==> src/rtl/alu_seq_ctrl.sv <==
// -----------------------------------------------------------------------------
// alu_seq_ctrl
// Micro-instruction sequencer for the 16-bit ALU datapath. Accepts one
// instruction over a valid/ready handshake, drives the datapath strobes for a
// single issue cycle, waits SETTLE_CYCLES cycles, then pulses done.
//
// Build option: define ALU_SEQ_ILLEGAL_TRAP_EN to trap illegal instructions
// (skip ISSUE/WAIT, no ack, sticky err). Without it, illegal instructions issue
// as a NOP (ack only) and err is tied low.
// -----------------------------------------------------------------------------
module alu_seq_ctrl #(
    parameter int SETTLE_CYCLES = 1,   // 0..15
    parameter int OP_W          = 4
) (
    input  logic            clk,
    input  logic            rst_n,
    input  logic            instr_valid,
    output logic            instr_ready,
    input  logic [1:0]      instr_cmd,
    input  logic [OP_W-1:0] instr_op,
    input  logic            instr_xsel,
    input  logic [1:0]      instr_ysel,
    input  logic [1:0]      instr_dst,
    input  logic [1:0]      instr_src,
    output logic            ack,
    output logic [OP_W-1:0] op_code_alu,
    output logic            aregread,
    output logic            cregread,
    output logic            aoutregread,
    output logic            boutregread,
    output logic            coutregread,
    output logic            aregwrite,
    output logic            bregwrite,
    output logic            cregwrite,
    output logic [1:0]      outregwrite,
    output logic            busy,
    output logic            done,
    output logic            err
);

    typedef enum logic [1:0] {
        ST_IDLE  = 2'd0,
        ST_ISSUE = 2'd1,
        ST_WAIT  = 2'd2,
        ST_DONE  = 2'd3
    } state_t;

    localparam logic [1:0] CMD_LOAD = 2'b00;
    localparam logic [1:0] CMD_ALU  = 2'b01;
    localparam logic [1:0] CMD_MOVE = 2'b10;

    // Counter reload value on WAIT entry; unused when there is no WAIT phase.
    localparam logic [3:0] SETTLE_LOAD = (SETTLE_CYCLES > 0) ? 4'(SETTLE_CYCLES - 1) : 4'd0;

    // Instruction combinations the datapath cannot execute.
    function automatic logic is_illegal(input logic [1:0] cmd,
                                        input logic [1:0] dst,
                                        input logic [1:0] src);
        case (cmd)
            CMD_LOAD: return (dst == 2'b11);
            CMD_ALU:  return (dst == 2'b00);
            CMD_MOVE: return (dst == 2'b11) || (src == 2'b00) ||
                             (dst == 2'b00 && src == 2'b11);   // no Cout->Areg path
            default:  return 1'b1;
        endcase
    endfunction

    state_t          state_q, state_d;
    logic [1:0]      cmd_q, ysel_q, dst_q, src_q;
    logic            xsel_q;
    logic [OP_W-1:0] op_q;
    logic [3:0]      cnt_q;

    logic accept;
    logic in_illegal;
    logic cur_illegal;

    assign accept      = (state_q == ST_IDLE) && instr_valid;
    assign in_illegal  = is_illegal(instr_cmd, instr_dst, instr_src);
    assign cur_illegal = is_illegal(cmd_q, dst_q, src_q);

    // State register.
    always_ff @(posedge clk or negedge rst_n) begin
        // NOTE: sequential state uses non-blocking assignments so every flop
        // samples pre-edge values regardless of block ordering.
        if (!rst_n) state_q <= ST_IDLE;
        else        state_q <= state_d;
    end

    // Next-state logic.
    always_comb begin
        // NOTE: default assignment first so no path through the case can
        // leave state_d unassigned and infer a latch.
        state_d = state_q;
        case (state_q)
            ST_IDLE: begin
                if (instr_valid) begin
`ifdef ALU_SEQ_ILLEGAL_TRAP_EN
                    state_d = in_illegal ? ST_DONE : ST_ISSUE;
`else
                    state_d = ST_ISSUE;
`endif
                end
            end
            ST_ISSUE: state_d = (SETTLE_CYCLES == 0) ? ST_DONE : ST_WAIT;
            ST_WAIT:  if (cnt_q == 4'd0) state_d = ST_DONE;
            ST_DONE:  state_d = ST_IDLE;
            default:  state_d = ST_IDLE;
        endcase
    end

    // Capture instruction fields on the handshake edge; run the settle counter.
    always_ff @(posedge clk or negedge rst_n) begin
        // NOTE: these few field/counter flops are reset too, so nothing
        // downstream ever decodes X after reset; there is no memory array here.
        if (!rst_n) begin
            cmd_q  <= CMD_LOAD;
            xsel_q <= 1'b0;
            ysel_q <= 2'b00;
            dst_q  <= 2'b00;
            src_q  <= 2'b00;
            op_q   <= '0;
            cnt_q  <= 4'd0;
        end else begin
            if (accept) begin
                cmd_q  <= instr_cmd;
                xsel_q <= instr_xsel;
                ysel_q <= instr_ysel;
                dst_q  <= instr_dst;
                src_q  <= instr_src;
                // op_code_alu only changes for a legal ALU instruction and
                // holds its last value otherwise.
                if (instr_cmd == CMD_ALU && !in_illegal) op_q <= instr_op;
            end
            if (state_q == ST_ISSUE)
                cnt_q <= SETTLE_LOAD;
            else if (state_q == ST_WAIT && cnt_q != 4'd0)
                cnt_q <= cnt_q - 4'd1;
        end
    end

`ifdef ALU_SEQ_ILLEGAL_TRAP_EN
    logic err_q;

    // Sticky illegal-instruction flag, set on the accepting edge.
    always_ff @(posedge clk or negedge rst_n) begin
        if (!rst_n)                    err_q <= 1'b0;
        else if (accept && in_illegal) err_q <= 1'b1;
    end

    assign err = err_q;
`else
    assign err = 1'b0;
`endif

    // Strobe decode: active only in ISSUE, driven from the captured fields.
    always_comb begin
        ack         = 1'b0;
        aregread    = 1'b0;
        cregread    = 1'b0;
        aoutregread = 1'b0;
        boutregread = 1'b0;
        coutregread = 1'b0;
        aregwrite   = 1'b0;
        bregwrite   = 1'b0;
        cregwrite   = 1'b0;
        outregwrite = 2'b00;
        if (state_q == ST_ISSUE) begin
            ack = 1'b1;
            if (!cur_illegal) begin
                case (cmd_q)
                    CMD_LOAD: begin
                        case (dst_q)
                            2'b00:   aregwrite = 1'b1;
                            2'b01:   bregwrite = 1'b1;
                            2'b10:   cregwrite = 1'b1;
                            default: ;
                        endcase
                    end
                    CMD_ALU: begin
                        aregread    = xsel_q;
                        outregwrite = dst_q;
                        case (ysel_q)
                            2'b00: cregread    = 1'b1;
                            2'b01: aoutregread = 1'b1;
                            2'b10: boutregread = 1'b1;
                            2'b11: coutregread = 1'b1;
                        endcase
                    end
                    CMD_MOVE: begin
                        case (dst_q)
                            2'b00:   aregwrite = 1'b1;
                            2'b01:   bregwrite = 1'b1;
                            2'b10:   cregwrite = 1'b1;
                            default: ;
                        endcase
                        case (src_q)
                            2'b01:   aoutregread = 1'b1;
                            2'b10:   boutregread = 1'b1;
                            2'b11:   coutregread = 1'b1;
                            default: ;
                        endcase
                    end
                    default: ;
                endcase
            end
        end
    end

    assign op_code_alu = op_q;
    assign busy        = (state_q != ST_IDLE);
    assign done        = (state_q == ST_DONE);
    // Ready is masked while reset is held so every output reads 0 in reset.
    assign instr_ready = (state_q == ST_IDLE) && rst_n;

endmodule

==> config.mk <==
export PLATFORM = sky130hd
export DESIGN_NAME = alu_seq_ctrl
export DESIGN_NICKNAME = d
export VERILOG_FILES = /design/src/rtl/alu_seq_ctrl.sv
export SDC_FILE = /design/constraint.sdc
export NUM_CORES = 1
export LEC_CHECK = 0
export CAP_MARGIN = 20
export CORE_UTILIZATION = 46
export CTS_CLUSTER_DIAMETER = 150
export CTS_CLUSTER_SIZE = 10
export DETAILED_ROUTE_END_ITERATION = 12
export GPL_ROUTABILITY_DRIVEN = 0
export HOLD_SLACK_MARGIN = 0.08
export MAX_ROUTING_LAYER = met4
export PLACE_DENSITY = 0.86
export SYNTH_ARGS = -nofsm -noshare
export SYNTH_HDL_FRONTEND = slang
export SYNTH_SLANG_ARGS = --single-unit
==> constraint.sdc <==
create_clock -name clk -period 2 [get_ports clk]
set_input_delay 0.3 -clock clk [delete_from_list [all_inputs] [get_ports clk]]
set_output_delay 0.3 -clock clk [all_outputs]
set_load 0.01 [all_outputs]
==> summary.json <==
{
  "grt_pass1_vias": 1076,
  "fillers": 144,
  "post-route-period-util_pct": 111,
  "place.port_buffers": 33,
  "area_contributors_post_synth": "dfrtp_1 42%, mux2_2 14%, ha_1 12%",
  "synth_async_sr_flop_share_pct": 100,
  "clk_path_buf_depth": 2,
  "synth.net_count": 133,
  "grt_antenna_before_repair": 0,
  "synth_sequential_area_ratio_pct": 42.0,
  "design_power_total_uw": 2410,
  "yosys-top-cells-count": "19 x dfrtp_1, 14 x mux2_2, 13 x inv_1, 11 x ha_1",
  "placed_cells_incl_taps": 177,
  "ir_drop_uv": 1010,
  "final-instance-count-excl-fill": 195,
  "num-nets-final": 195,
  "setup_violations": 10,
  "final_layout_size_suffix_gt1_share_pct": 44.3,
  "synth_simple_gate_area_share_pct": 17.5,
  "ioPinCount": 35,
  "routedWlPerCell_um": 16.0,
  "vias": 1075,
  "min-delay-path-class": "in -> async",
  "rsz_0062_raised_after_global_routing": "true",
  "yosys_most_used_dff": "dfrtp_1",
  "clk_lat_worst_skew_ns": 0.29,
  "layout.core_utilization_pct": 78.3,
  "route.detailed.vias_per_inst": 5.51,
  "postRouteWirelength_um": 3120,
  "floorplan.rows": 17,
  "critPathCaptureType": "output pin",
  "floorplan.die.width_um": 51.6,
  "period_needed_ns": 2.23,
  "timing.critical_path.fanout_max": 4,
  "detail-route-antenna-nets": 0,
  "full_die_area_um2": 2660,
  "synth-compound-area-share_pct": 8.73,
  "layout-area-overhead-vs-synth_pct": 57.3,
  "global_route_wire_length_before_repair_um": 4890,
  "power.density_nw_per_um2": 1350,
  "detailedRoute.firstPassIterationCount": 4,
  "final_max_slew_viol_count": 0,
  "dominant_combinational_cell_family_by_area_after_synthesis": "simple AND/OR/NAND/NOR gates",
  "clock_tree.root_cell": "clkbuf_4",
  "dominant_cell_by_count_in_the_synthesized_netlist": "dfrtp_1",
  "cp.arrival_ns": 1.93,
  "drt-initial-drc-count": 17,
  "track_usage_pct": 25.7,
  "initial_utilization_pct": 49.8,
  "cts_num_sinks": 19,
  "postSynthRegisterBits": 19,
  "proportion_of_synthesized_area_in_mux_cells_pct": 13.9,
  "finClkSkew_ns": 0.00843,
  "synth_cell_type_count": 29,
  "fin_tns_setup_ns": -1.49,
  "grt.overflow.total": 0,
  "failing_checks": "negative setup slack",
  "drcViolationCount": 0,
  "netlist.top_cell.by_area": "dfrtp_1",
  "syn_avg_cell_area_um2": 10.7,
  "layout_setup_ws_ns": -0.228,
  "max-cap-violations": 0,
  "synth_xor_xnor_area_share_pct": 0,
  "timing.hold.ws_ns": 0.360,
  "yosys.area_share.adder_pct": 12.2,
  "cts-htree-levels": 1,
  "finalHoldViolations": 0,
  "outcome": "finished with violations",
  "critPathRequiredTime_ns": 1.70,
  "syn-cell-area_um2": 1130,
  "timing.setup.critical_path_class": "reg -> out",
  "tritoncts_clock_tree": "done",
  "startpoint_type": "flip-flop",
  "antenna_cells": 0,
  "netlist.area_leader.share_pct": 42.0,
  "power_leakage_uw": 0.000809,
  "grt_start_max_net_pins": 20,
  "syn_inst": 106,
  "place_hpwl_um": 2120,
  "die_height_um": 51.6,
  "path_clk_slew_ns": 0.12,
  "synthesis.yosys.warnings": 0,
  "fmaxAchievable_mhz": 449,
  "cts_made_buffers": 3,
  "core_um2": 2280,
  "number_of_synthesized_flops_with_an_enable_pin": 0
}
[registers in the layout, indices dropped and copies added (netlist names)]
name,cells
cnt_q,4
op_code_alu,4
cmd_q,2
dst_q,2
src_q,2
state_q,2
ysel_q,2
xsel_q,1
[power breakdown]
group	total, µW	internal (µW)	switching [µW]
combinational	1520	838	677
sequential	703	543	160
clock	194	74.3	120
total	2410	1450	957
[cells in the final DEF, fill, tap and decap left out, types with 2 or more instances in the layout]
cell / instances
buf_6: 3
nand3_1: 3
clkdlybuf4s50_1: 22
buf_4: 23
dfrtp_1: 18
ha_4: 4
buf_2: 10
mux2_2: 14
o211ai_1: 2
nor2_1: 3
a21oi_1: 5
clkbuf_4: 3
nor3b_1: 2
inv_2: 3
o21ai_0: 4
nor3_1: 3
inv_1: 10
ha_1: 6
or3_1: 2
nand4_1: 2
[through the flow]
stage | worst slack [ns] | instance area (µm²)
2_1_floorplan | 0.128 | 1130
3_3_place_gp | -0.232 | 1580
3_5_place_dp | -0.324 | 1580
4_1_cts | -0.182 | 1730
5_1_grt | -0.266 | 1780
6_report | -0.228 | 1780
[path summary, 6_finish.rpt]
path                                 from        endpoint  slack, ns  cells after the start
min                                 rst_n        dst_q[1]       0.36                      2
min in group clk           op_code_alu[3]  op_code_alu[3]       0.52                      1
max in group asynchronous           rst_n        cmd_q[1]       1.42                      2
min reg2reg                op_code_alu[3]  op_code_alu[3]       0.52                      1
max reg2reg                    state_q[0]        cnt_q[3]       0.17                      6
max                              cmd_q[0]  outregwrite[1]      -0.23                      8
[critical path, stage by stage, from the launching register on]
cell,delay [ns]
dfrtp_1,0.42
inv_2,0.11
ha_4,0.15
or3b_4,0.38
nand4_1,0.18
buf_4,0.16
buf_6,0.08
nor2_2,0.03
buf_2,0.13
[layer usage]
metal  part of all wire (%)  track usage (%)  vias up
met5                      0                -        -
met4                    1.9             10.4        0
met3                    3.8             3.51        6
met2                     52             46.3       38
met1                     42             28.5      535
li1                       -                -      496
[logic make-up after synthesis]
| logic type | Yosys count |
|---|---|
| compound gates | 16 |
| fa+ha+maj | 11 |
| buf+inv | 15 |
| flops | 19 |
| mux | 14 |
| other cells | 1 |
| simple gates | 30 |
[cell type report]
class                           count  area (µm²)  area share, %
Sequential cell                    19         477           26.8
Timing Repair Buffer               59         485           27.2
Tap cell                           28        35.0           1.97
Inverter                           13        48.8           2.74
Clock buffer                        3        22.5           1.26
Multi-Input combinational cell     72         708           39.7
Clock inverter                      1        5.00          0.281
[what timing repair did]
item	in CTS	in global routing
pin swaps	10	4
gates resized for setup	66	4
hold buffers	0	0
endpoints found under the setup margin	11	10
buffers inserted	12	3
Power figures use the tool's default switching activity.
